File: src/rtl/uart_rsa_ctrl.sv
// uart_rsa_ctrl
// Sequencing controller between the UART byte receiver, the RSA decryption core
// and the UART byte transmitter.
//   - Collects N_BYTES received bytes MSB first into one ciphertext operand.
//   - Pulses o_Start to the core, then waits for i_Done.
//   - Streams the plaintext back out MSB first, one byte per transmitter
//     handshake (o_Tx_DV out, i_Tx_Done back, i_Tx_Active as backpressure).
// A partial operand is thrown away if the receiver goes quiet for
// TIMEOUT_CYCLES clocks. o_Err flags that for one cycle.
//
// Optional build macro: RSA_CTRL_SYNC_EN
//   Defined   - IDLE waits for the sync byte 8'hA5. The sync byte is not stored.
//               Every byte after it, including another 8'hA5, is operand data.
//   Undefined - the first byte received in IDLE is already operand data.

module uart_rsa_ctrl #(
    parameter int N_BYTES        = 4,
    parameter int TIMEOUT_CYCLES = 100000
) (
    input  logic                 i_Clock,
    input  logic                 i_Rst_n,
    input  logic                 i_Rx_DV,
    input  logic [7:0]           i_Rx_Byte,
    output logic [8*N_BYTES-1:0] o_Cipher,
    output logic                 o_Start,
    input  logic                 i_Done,
    input  logic [8*N_BYTES-1:0] i_Plain,
    output logic                 o_Tx_DV,
    output logic [7:0]           o_Tx_Byte,
    input  logic                 i_Tx_Active,
    input  logic                 i_Tx_Done,
    output logic                 o_Busy,
    output logic                 o_Err
);

    localparam int W     = 8 * N_BYTES;
    localparam int CNT_W = $clog2(N_BYTES + 1);
    localparam int TMO_W = $clog2(TIMEOUT_CYCLES);

    localparam logic [CNT_W-1:0] CNT_LAST = CNT_W'(N_BYTES);
    localparam logic [TMO_W-1:0] TMO_LAST = TMO_W'(TIMEOUT_CYCLES - 1);

`ifdef RSA_CTRL_SYNC_EN
    localparam logic [7:0] SYNC_BYTE = 8'hA5;
`endif

    typedef enum logic [2:0] {
        S_IDLE,
        S_COLLECT,
        S_START,
        S_WAIT_CORE,
        S_LOAD_TX,
        S_WAIT_TX
    } state_t;

    state_t           state;
    state_t           state_next;

    logic [CNT_W-1:0] rx_count;
    logic [CNT_W-1:0] rx_count_next;
    logic [TMO_W-1:0] tmo_count;
    logic [TMO_W-1:0] tmo_count_next;
    logic [W-1:0]     shift_reg;
    logic [W-1:0]     shift_reg_next;
    logic [CNT_W-1:0] tx_count;
    logic [CNT_W-1:0] tx_count_next;

    logic [W-1:0]     cipher_next;
    logic             start_next;
    logic             tx_dv_next;
    logic [7:0]       tx_byte_next;
    logic             err_next;

    // The core and the transmitter only need to know if a job is in flight.
    assign o_Busy = (state != S_IDLE);

    // State register and all registered outputs. Reset aborts any job in progress.
    always_ff @(posedge i_Clock or negedge i_Rst_n) begin
        if (!i_Rst_n) begin
            state     <= S_IDLE;
            rx_count  <= '0;
            tmo_count <= '0;
            shift_reg <= '0;
            tx_count  <= '0;
            o_Cipher  <= '0;
            o_Start   <= 1'b0;
            o_Tx_DV   <= 1'b0;
            o_Tx_Byte <= '0;
            o_Err     <= 1'b0;
        end else begin
            state     <= state_next;
            rx_count  <= rx_count_next;
            tmo_count <= tmo_count_next;
            shift_reg <= shift_reg_next;
            tx_count  <= tx_count_next;
            o_Cipher  <= cipher_next;
            o_Start   <= start_next;
            o_Tx_DV   <= tx_dv_next;
            o_Tx_Byte <= tx_byte_next;
            o_Err     <= err_next;
        end
    end

    // Next-state and next-output logic. Strobes default low and data holds its value.
    always_comb begin
        state_next     = state;
        rx_count_next  = rx_count;
        tmo_count_next = tmo_count;
        shift_reg_next = shift_reg;
        tx_count_next  = tx_count;
        cipher_next    = o_Cipher;
        start_next     = 1'b0;
        tx_dv_next     = 1'b0;
        tx_byte_next   = o_Tx_Byte;
        err_next       = 1'b0;

        case (state)
            S_IDLE: begin
                if (i_Rx_DV) begin
`ifdef RSA_CTRL_SYNC_EN
                    if (i_Rx_Byte == SYNC_BYTE) begin
                        rx_count_next  = '0;
                        tmo_count_next = '0;
                        state_next     = S_COLLECT;
                    end
`else
                    cipher_next    = (o_Cipher << 8) | W'(i_Rx_Byte);
                    rx_count_next  = CNT_W'(1);
                    tmo_count_next = '0;
                    state_next     = (N_BYTES == 1) ? S_START : S_COLLECT;
`endif
                end
            end

            S_COLLECT: begin
                if (tmo_count == TMO_LAST) begin
                    err_next       = 1'b1;
                    cipher_next    = '0;
                    rx_count_next  = '0;
                    tmo_count_next = '0;
                    state_next     = S_IDLE;
                end else if (i_Rx_DV) begin
                    cipher_next    = (o_Cipher << 8) | W'(i_Rx_Byte);
                    rx_count_next  = rx_count + CNT_W'(1);
                    tmo_count_next = '0;
                    if (rx_count_next == CNT_LAST) begin
                        state_next = S_START;
                    end
                end else begin
                    tmo_count_next = tmo_count + TMO_W'(1);
                end
            end

            S_START: begin
                start_next = 1'b1;
                state_next = S_WAIT_CORE;
            end

            S_WAIT_CORE: begin
                if (i_Done) begin
                    shift_reg_next = i_Plain;
                    tx_count_next  = '0;
                    state_next     = S_LOAD_TX;
                end
            end

            S_LOAD_TX: begin
                if (!i_Tx_Active) begin
                    tx_byte_next = shift_reg[W-1 -: 8];
                    tx_dv_next   = 1'b1;
                    state_next   = S_WAIT_TX;
                end
            end

            S_WAIT_TX: begin
                if (i_Tx_Done) begin
                    shift_reg_next = shift_reg << 8;
                    tx_count_next  = tx_count + CNT_W'(1);
                    if (tx_count_next == CNT_LAST) begin
                        state_next = S_IDLE;
                    end else begin
                        state_next = S_LOAD_TX;
                    end
                end
            end

            default: begin
                state_next = S_IDLE;
            end
        endcase
    end

endmodule
File: config.mk
export PLATFORM = sky130hd
export DESIGN_NAME = uart_rsa_ctrl
export DESIGN_NICKNAME = d
export VERILOG_FILES = /design/src/rtl/uart_rsa_ctrl.sv
export SDC_FILE = /design/constraint.sdc
export NUM_CORES = 1
export LEC_CHECK = 0
export ABC_AREA = 0
export CORE_MARGIN = 3
export CORE_UTILIZATION = 50
export DETAILED_ROUTE_END_ITERATION = 6
export GPL_ROUTABILITY_DRIVEN = 0
export PLACE_DENSITY = 0.88
export SYNTH_ARGS = -nofsm -noshare
export SYNTH_HDL_FRONTEND = slang
export SYNTH_SLANG_ARGS = --single-unit
File: constraint.sdc
create_clock -name i_Clock -period 3.9 [get_ports i_Clock]
set_input_delay 1.17 -clock i_Clock [delete_from_list [all_inputs] [get_ports i_Clock]]
set_output_delay 1.17 -clock i_Clock [all_outputs]
set_load 0.01 [all_outputs]
# Word level (Yosys, flattened, before mapping)

Index checks and enable logic that the tools add are counted.

Bitwise gates (word level): 2
Reduce and logical (&&, ||, !) cells: 9
Equal/unequal tests: 14
Multiplexer cells: 30
$add $sub $neg: 3

Operators by type and width:

| operator                | count |
|---|---|
| $mux W32                | 4 |
| $pmux W32 S2            | 2 |
| $mux W17                | 3 |
| $mux W3                 | 12 |
| $pmux W17 S2            | 1 |
| $or A32 B8 Y32          | 1 |
| $pmux W3 S6             | 1 |
| $add A17 B1 Y17 const B | 1 |
| $eq A17 B17 Y1 const B  | 1 |
| $eq A3 B3 Y1 const B    | 4 |
| $pmux W3 S2             | 2 |
| $ne A2 B2 Y1 const B    | 4 |
| $add A3 B1 Y3 const B   | 2 |
| $eq A3 B2 Y1 const B    | 2 |
| $ne A3 B3 Y1 const B    | 2 |
| $reduce_and A3 Y1       | 2 |
| $reduce_and A6 Y1       | 1 |
| $mux W1                 | 5 |
| $reduce_and A2 Y1       | 2 |
| $reduce_bool A2 Y1      | 2 |
| $eq A3 B1 Y1 const B    | 1 |
| $logic_not A3 Y1        | 1 |
| $reduce_bool A3 Y1      | 1 |
| $not A1 Y1              | 1 |

Output and inout port bits: 44
Input bits: 46
Logic and storage cells: 68
Flip-flop bits (word level): 101

# Depth between registers and ports, before layout

Gate-level depths: netlist of run 1.

Word-level depth: 6
Mapped depth: 8
Mapped depth without buffers: 6

# Worst setup path before layout of run 1

OpenSTA, ideal clock, no wires.

Path type: input-to-reg
Start: input i_Rx_DV
End: register tmo_count[13]
Setup slack: 1399 ps
Required time: 3781 ps
Setup time: 119 ps
Data arrival time: 2382 ps
Stages on the path: 6
Buffers on the path: 1
Cells stage by stage: clkbuf_1 nor2_1 or4_1 nor3_1 xnor2_1 nor2_1

Word-level cells in the longest chain between the ends: 3
Elaborated cells between the ends (all ways): 5
Classes of those cells: eq/ne (1); mux (3); reduce/logical (1)

RTL lines:

| element              | RTL line | RTL |
|---|---|---|
| start, declared      | 22       | `input logic i_Rx_DV,` |
| $mux W17             | 142      | `end else if (i_Rx_DV) begin` |
| $mux W17             | 136      | `if (tmo_count == TMO_LAST) begin` |
| $pmux W17 S2         | 117      | `case (state)` |
| end signal, assigned | 93       | `tmo_count <= tmo_count_next;` |
| end, declared        | 61       | `logic [TMO_W-1:0] tmo_count;` |

Several ways; a longest one is shown, not always the timed one.
A chain may end at the register's enable or synchronous reset.

# Worst setup path in the final report of run 1

Start: register state[0]
End: output o_Busy

Word-level cells in the longest chain between the ends: 1

RTL lines:

| element                | RTL line | RTL |
|---|---|---|
| start, declared        | 56       | `state_t state;` |
| start signal, assigned | 91       | `state <= state_next;` |
| $reduce_bool A3 Y1     | 75       | `assign o_Busy = (state != S_IDLE);` |
| end, declared          | 32       | `output logic o_Busy,` |

No other way between the ends.

==> results of run 1 <==
worst paths after layout:
path | from | end | slack (ns) | cells after the start
hold reg to reg | shift_reg[22]$_DFFE_PN0P_ | shift_reg[22]$_DFFE_PN0P_ | 0.49 | 2
setup / recovery | state[0]$_DFFE_PN0P_ | o_Busy | 0.89 | 3
hold / removal | shift_reg[22]$_DFFE_PN0P_ | shift_reg[22]$_DFFE_PN0P_ | 0.49 | 2
min in group asynchronous | i_Rst_n | shift_reg[0]$_DFFE_PN0P_ | 0.83 | 1
setup reg to reg | tmo_count[6]$_DFFE_PN0P_ | tmo_count[13]$_DFFE_PN0P_ | 1.18 | 5
max in group asynchronous | i_Rst_n | tmo_count[4]$_DFFE_PN0P_ | 2.24 | 2
worst max-delay path, delay by kind of cell (launching register included):
| kind | cells | cell delay (ns) |
|---|---|---|
| buf+inv | 2 | 0.74 |
| simple gates | 1 | 0.10 |
| flops | 1 | 0.62 |
where the power goes:
| part | leakage (nW) | internal [mW] | switching (mW) |
|---|---|---|---|
| clock | 0.0954 | 0.261 | 0.380 |
| sequential | 1.33 | 1.37 | 0.248 |
| combinational | 1.25 | 0.553 | 0.475 |
cell usage in the layout, fill, tap and decap left out, types with 2 or more instances in the layout:
master	Yosys	layout
a21oi_1	36	36
a22o_1	8	8
and2_1	2	2
and4_1	2	2
buf_4	0	10
clkbuf_8	0	10
clkdlybuf4s50_1	0	88
clkinv_4	0	2
dfrtp_1	101	101
ha_1	5	5
inv_1	5	5
inv_6	0	2
mux2_2	9	9
mux2i_1	24	24
nand2_1	101	101
nand3_1	9	9
nand3b_1	2	2
nand4_1	4	4
nor2_1	29	29
nor2b_1	4	3
nor3_1	6	6
nor3b_1	3	3
nor4_1	2	2
o21ai_0	34	34
xnor2_1	9	9
xor2_1	7	7
layer usage:
layer / vias up / track usage / wire (µm)
li1: 1689 / - / -
met3: 17 / 0.03668 / 424
met5: - / 0 / 0
met2: 91 / 0.3529 / 5392
met1: 1723 / 0.2797 / 4328
met4: 0 / 0.07047 / 193
cell type report:
| class | instances | area share |
|---|---|---|
| clock inverter | 6 | 0.009505 |
| inverter | 5 | 0.003316 |
| clock buffer | 10 | 0.02431 |
| timing repair buffer | 98 | 0.1689 |
| sequential | 101 | 0.4465 |
| tap | 105 | 0.02321 |
| multi-input combinational | 315 | 0.3243 |
stage by stage:
stage / power [mW] / instance area [µm²] / worst slack [ns] / instances
floorplan: 2.120 / 4499 / 1.399 / 448
global placement: 2.598 / 5469 / 0.8656 / 624
detailed placement: 2.663 / 5469 / 0.8200 / 624
CTS: 3.305 / 5660 / 0.8901 / 640
global route: 3.497 / 5660 / 0.7371 / 640
finish: 3.287 / 5660 / 0.8937 / 640
cell families after synthesis:
family | synth area share
mux | 0.07592
xor+xnor | 0.03115
fa+ha+maj | 0.01390
flops | 0.5617
compound gates | 0.1082
buf+inv | 0.03198
simple gates | 0.1771
==> run metrics, run 1 <==
run status=completed; Primary FF master, synth=dfrtp_1; Layout Area Growth over Synthesis=25.81%; fmax=between 0.3 and 0.4 GHz; H-tree lvl count=3; Leak=approximately 2.7 nW; Synth top cells by count=dfrtp_1 (101), nand2_1 (101), a21oi_1 (36), o21ai_0 (34), nor2_1 (29); Fin Setup TNS=0 ns; grt total ovfl=0; Root Buffer=clkbuf_8; num rows=33; max-cap viol count=0; synthesized area=0.004499 mm²; Die ar.=between 0.01 and 0.015 mm²; Syn Nets=between 400 and 500; Reg clk slew, reported paths=0.09 ns; Final setup viols=0; Crit path arrival time=1.84 ns; Antenna diodes=0; Final Max Tran Viols=0; fin crit share=0.7708; first drt pass iteration count=7; Post-DRT Antenna Nets=0; worst-path cell chain=inv_1 > nand2_1 > clkdlybuf4s50_1; Starting Density=0.5316; worst vdd ir=roughly 0.41 mV; routed vias/inst=about 5.5; Worst Setup Start Kind=flip-flop; Routed Wire Length=slightly above 10 mm; Synth async-reset ratio=1.000; fin nets=approximately 580; die width=100.9 µm; first-pass GRT wire length=about 17 mm; WS Path Type=flip-flop to primary output; worst stage delay on the critical path=0.62 ns; CP max FO=16; slew margin rel.=0.4861; core area=roughly 0.0085 mm²; initial drt markers=about 220; DR WL/cell=16.15 µm; critical path endpoint category=primary output; mean post-synth cell area=10.04 µm²; number of synthesized flops with an enable pin=0; post-layout min period=3.006 ns; Total GRT Usage=0.2112; RSZ-0062 raised after global routing=no; synth warn=0; I/O Pins=90; largest net degree at the start of global routing=55; WP data required=between 2 and 3 ns; register area=0.002527 mm²; multi-input logic area=0.001836 mm²; total CTS buffers=9; # DRC=0; slowest CP cell=dfrtp_1; Vias=around 3500; worst skew pair latency=between 0.3 and 0.4 ns; CTS tree=built; pwr dens=between 500 and 600 mW/mm²; Filler Cell Count=597; Die H=slightly above 100 µm; ratio of cells with drive above 1 in the final layout=0.07477; vias in the first global route=between 3000 and 4000; clock buffer depth=2; Hold Fails Final Rpt=0; leading area contributor after synthesis=dfrtp_1; detailed placer's ending HPWL=7.126 mm; CTS Sinks=101; HP Class=flip-flop to flip-flop; post-cts sizing count=0; Seq cells post-synth=approximately 100; hold_buf cts=0; hold slack final=0.4908 ns; fin util=0.6687; buffers added on ports=89; distinct cell type count after synthesis=between 40 and 50; post-synthesis sequential area ratio=0.5617; Setup Buffers After CTS=0; Mapped Cells=around 450; Yosys top cell area share=0.5617; cells taking the most area after synthesis=dfrtp_1 (56%), nand2_1 (8.4%), mux2i_1 (5.3%); Final Skew=between 0.01 and 0.015 ns; Worst-Margin Slew=0.7708 ns; initial antenna violation count=0
No activity file was read; power rests on OpenSTA's default activity.
==> run 2: changes to the inputs <==
clock period = 2.8 ns   (was 3.9 ns; I/O delays follow)
==> run 2 against run 1 <==
Wire length is 2.7% lower. Largest power group unchanged. Core utilization is 0.68 points higher. Sequential power is 38% higher. Global-route usage fell by 0.42 points. Flip-flop and latch count unchanged. Hold slack worse by 0.12 ns. Die area unchanged. Combinational power rose by 44%. Critical path type unchanged. Setup slack worse by 0.63 ns. First-iteration DRC count down 18%.
==> run metrics, run 2 (synthesis gave the netlist of run 1 again) <==
CP startpoint=state[1]$_DFFE_PN0P_; buffers added on ports=89 (unchanged); initial antenna violation count=0 (unchanged); CTS tree=built; Worst Setup Start Kind=flip-flop; run status=completed; WS Path Type=flip-flop to primary output; H-tree lvl count=3 (unchanged); detailed placer's ending HPWL=7.088 mm (-0.52%); CP max FO=9 (-7); Leak=2.711 nW (+1.5%); fin nets=586 (+0.86%); max-cap viol count=0 (unchanged); design area=0.005718 mm² (+1.0%); Post-DRT Antenna Nets=0 (unchanged); Vias=3513 (-0.20%); I/O Pins=90 (unchanged); Hold Fails Final Rpt=0 (unchanged); first drt pass iteration count=5 (-2); core area=0.008464 mm² (unchanged); post-cts sizing count=0 (unchanged); worst stage delay on the critical path=0.51 ns (-0.11 ns); die width=100.9 µm (unchanged); DR WL/cell=15.60 µm (-3.4%); Routed Wire Length=10.06 mm (-2.7%); Final setup viols=0 (unchanged); post-layout min period=between 2 and 3 ns; worst reg2reg path startpoint=tmo_count[6]$_DFFE_PN0P_; pwr dens=807.1 mW/mm² (+39%); HP Class=input port to asynchronous set/reset pin; Reg clk slew, reported paths=0.11 ns (+0.02 ns); RSZ-0062 raised after global routing=no; routed vias/inst=5.447 (-0.97%); Layout Area Growth over Synthesis=27.09%; largest net degree at the start of global routing=59 (+7.3%); total CTS buffers=9 (unchanged); # DRC=0 (unchanged); most frequent cells in the layout=nand2_1 (101), dfrtp_1 (101), clkdlybuf4s50_1 (88), a21oi_1 (36), o21ai_0 (34); WP data required=1.96 ns (-0.77 ns); worst-path cell chain=nor2_1 > nand2_1 > clkdlybuf4s50_1; num rows=33 (unchanged); vias in the first global route=3517 (unchanged); Starting Density=0.5316 (unchanged); grt total ovfl=0 (unchanged); initial drt markers=178 (-18%); Fin Setup TNS=0 ns (unchanged); clock buffer depth=2 (unchanged); CTS Sinks=101 (unchanged); cell family with the largest share of critical-path delay=buffers and inverters; Post-DP Area=0.005532 mm² (+1.1%); worst vdd ir=0.4068 mV (-0.31%); ratio of cells with drive above 1 in the final layout=0.08333 (+0.008567); slowest CP cell=clkdlybuf4s50_1; Worst R2R Setup Slack=0.54 ns (-0.64 ns); hold_buf cts=0 (unchanged); critical path endpoint category=primary output; Buf+Inv Stages, Crit Path=1 (-1); Crit path arrival time=1.70 ns (-0.14 ns); Root Buffer=clkbuf_8; Setup Buffers After CTS=0 (unchanged); Worst-Margin Slew=0.4666 ns (-0.3042 ns); Total GRT Usage=0.2070 (-0.004172); Filler Cell Count=602 (+0.84%); Die H=100.9 µm (unchanged); FF-to-FF path depth=5 (unchanged); Final Skew=0.01342 ns (-0.0008074 ns); Final Max Tran Viols=0 (unchanged); slew margin rel.=0.6865 (+0.2004); fin crit share=0.9062; RR Endpoint=o_Cipher[21]$_DFFE_PN0P_; worst skew pair latency=0.37 ns (about the same); Antenna diodes=0 (unchanged); Die ar.=0.01017 mm² (unchanged); fmax=0.3941 GHz; first-pass GRT wire length=16.75 mm (-0.82%)
## run 2: final cells by class
cell class / instances / area, µm² / area share
multi-input cells: 315 / 1836 / 0.3210
clock inverters: 7 / 62.56 / 0.01094
repair buffers: 103 / 1018 / 0.1781
well taps: 105 / 131.4 / 0.02298
clock buffers: 9 / 123.9 / 0.02166
inverters: 5 / 18.77 / 0.003282
flip-flops and latches: 101 / 2527 / 0.4420
## run 2: power by group
part           switching [mW]  internal [mW]
sequential              0.323           1.91
clock                   0.553          0.348
combinational           0.688          0.795
total                    1.56           3.05
## run 2: layer usage
layer	vias up	track usage	wire, µm
li1	1691	-	-
met2	83	0.3443	5228
met1	1730	0.2681	4304
met5	-	0	0
met4	0	0.06736	144
met3	9	0.04844	386
## run 2: worst max-delay path by stage
stage,endpoint,slack (ns),cells after the start
6_report,o_Busy,0.26,3
3_3_place_gp,tmo_count[13]$_DFFE_PN0P_,0.37,6
5_1_grt,o_Busy,0.13,3
2_1_floorplan,tmo_count[13]$_DFFE_PN0P_,0.63,6
4_1_cts,o_Busy,0.24,3
3_5_place_dp,tmo_count[15]$_DFFE_PN0P_,0.33,6
## run 2: metrics by stage
step	std cells	power, mW	worst slack [ns]	hold slack [ns]	utilization
floorplan	448	2.952	0.6292	0.4444	-
CTS	645	4.641	0.2411	0.3707	0.6755
global placement	629	3.648	0.3680	0.4573	0.6535
finish	645	4.615	0.2625	0.3705	0.6755
global route	645	4.910	0.1348	0.3645	0.6755
detailed placement	629	3.742	0.3257	0.4679	0.6535
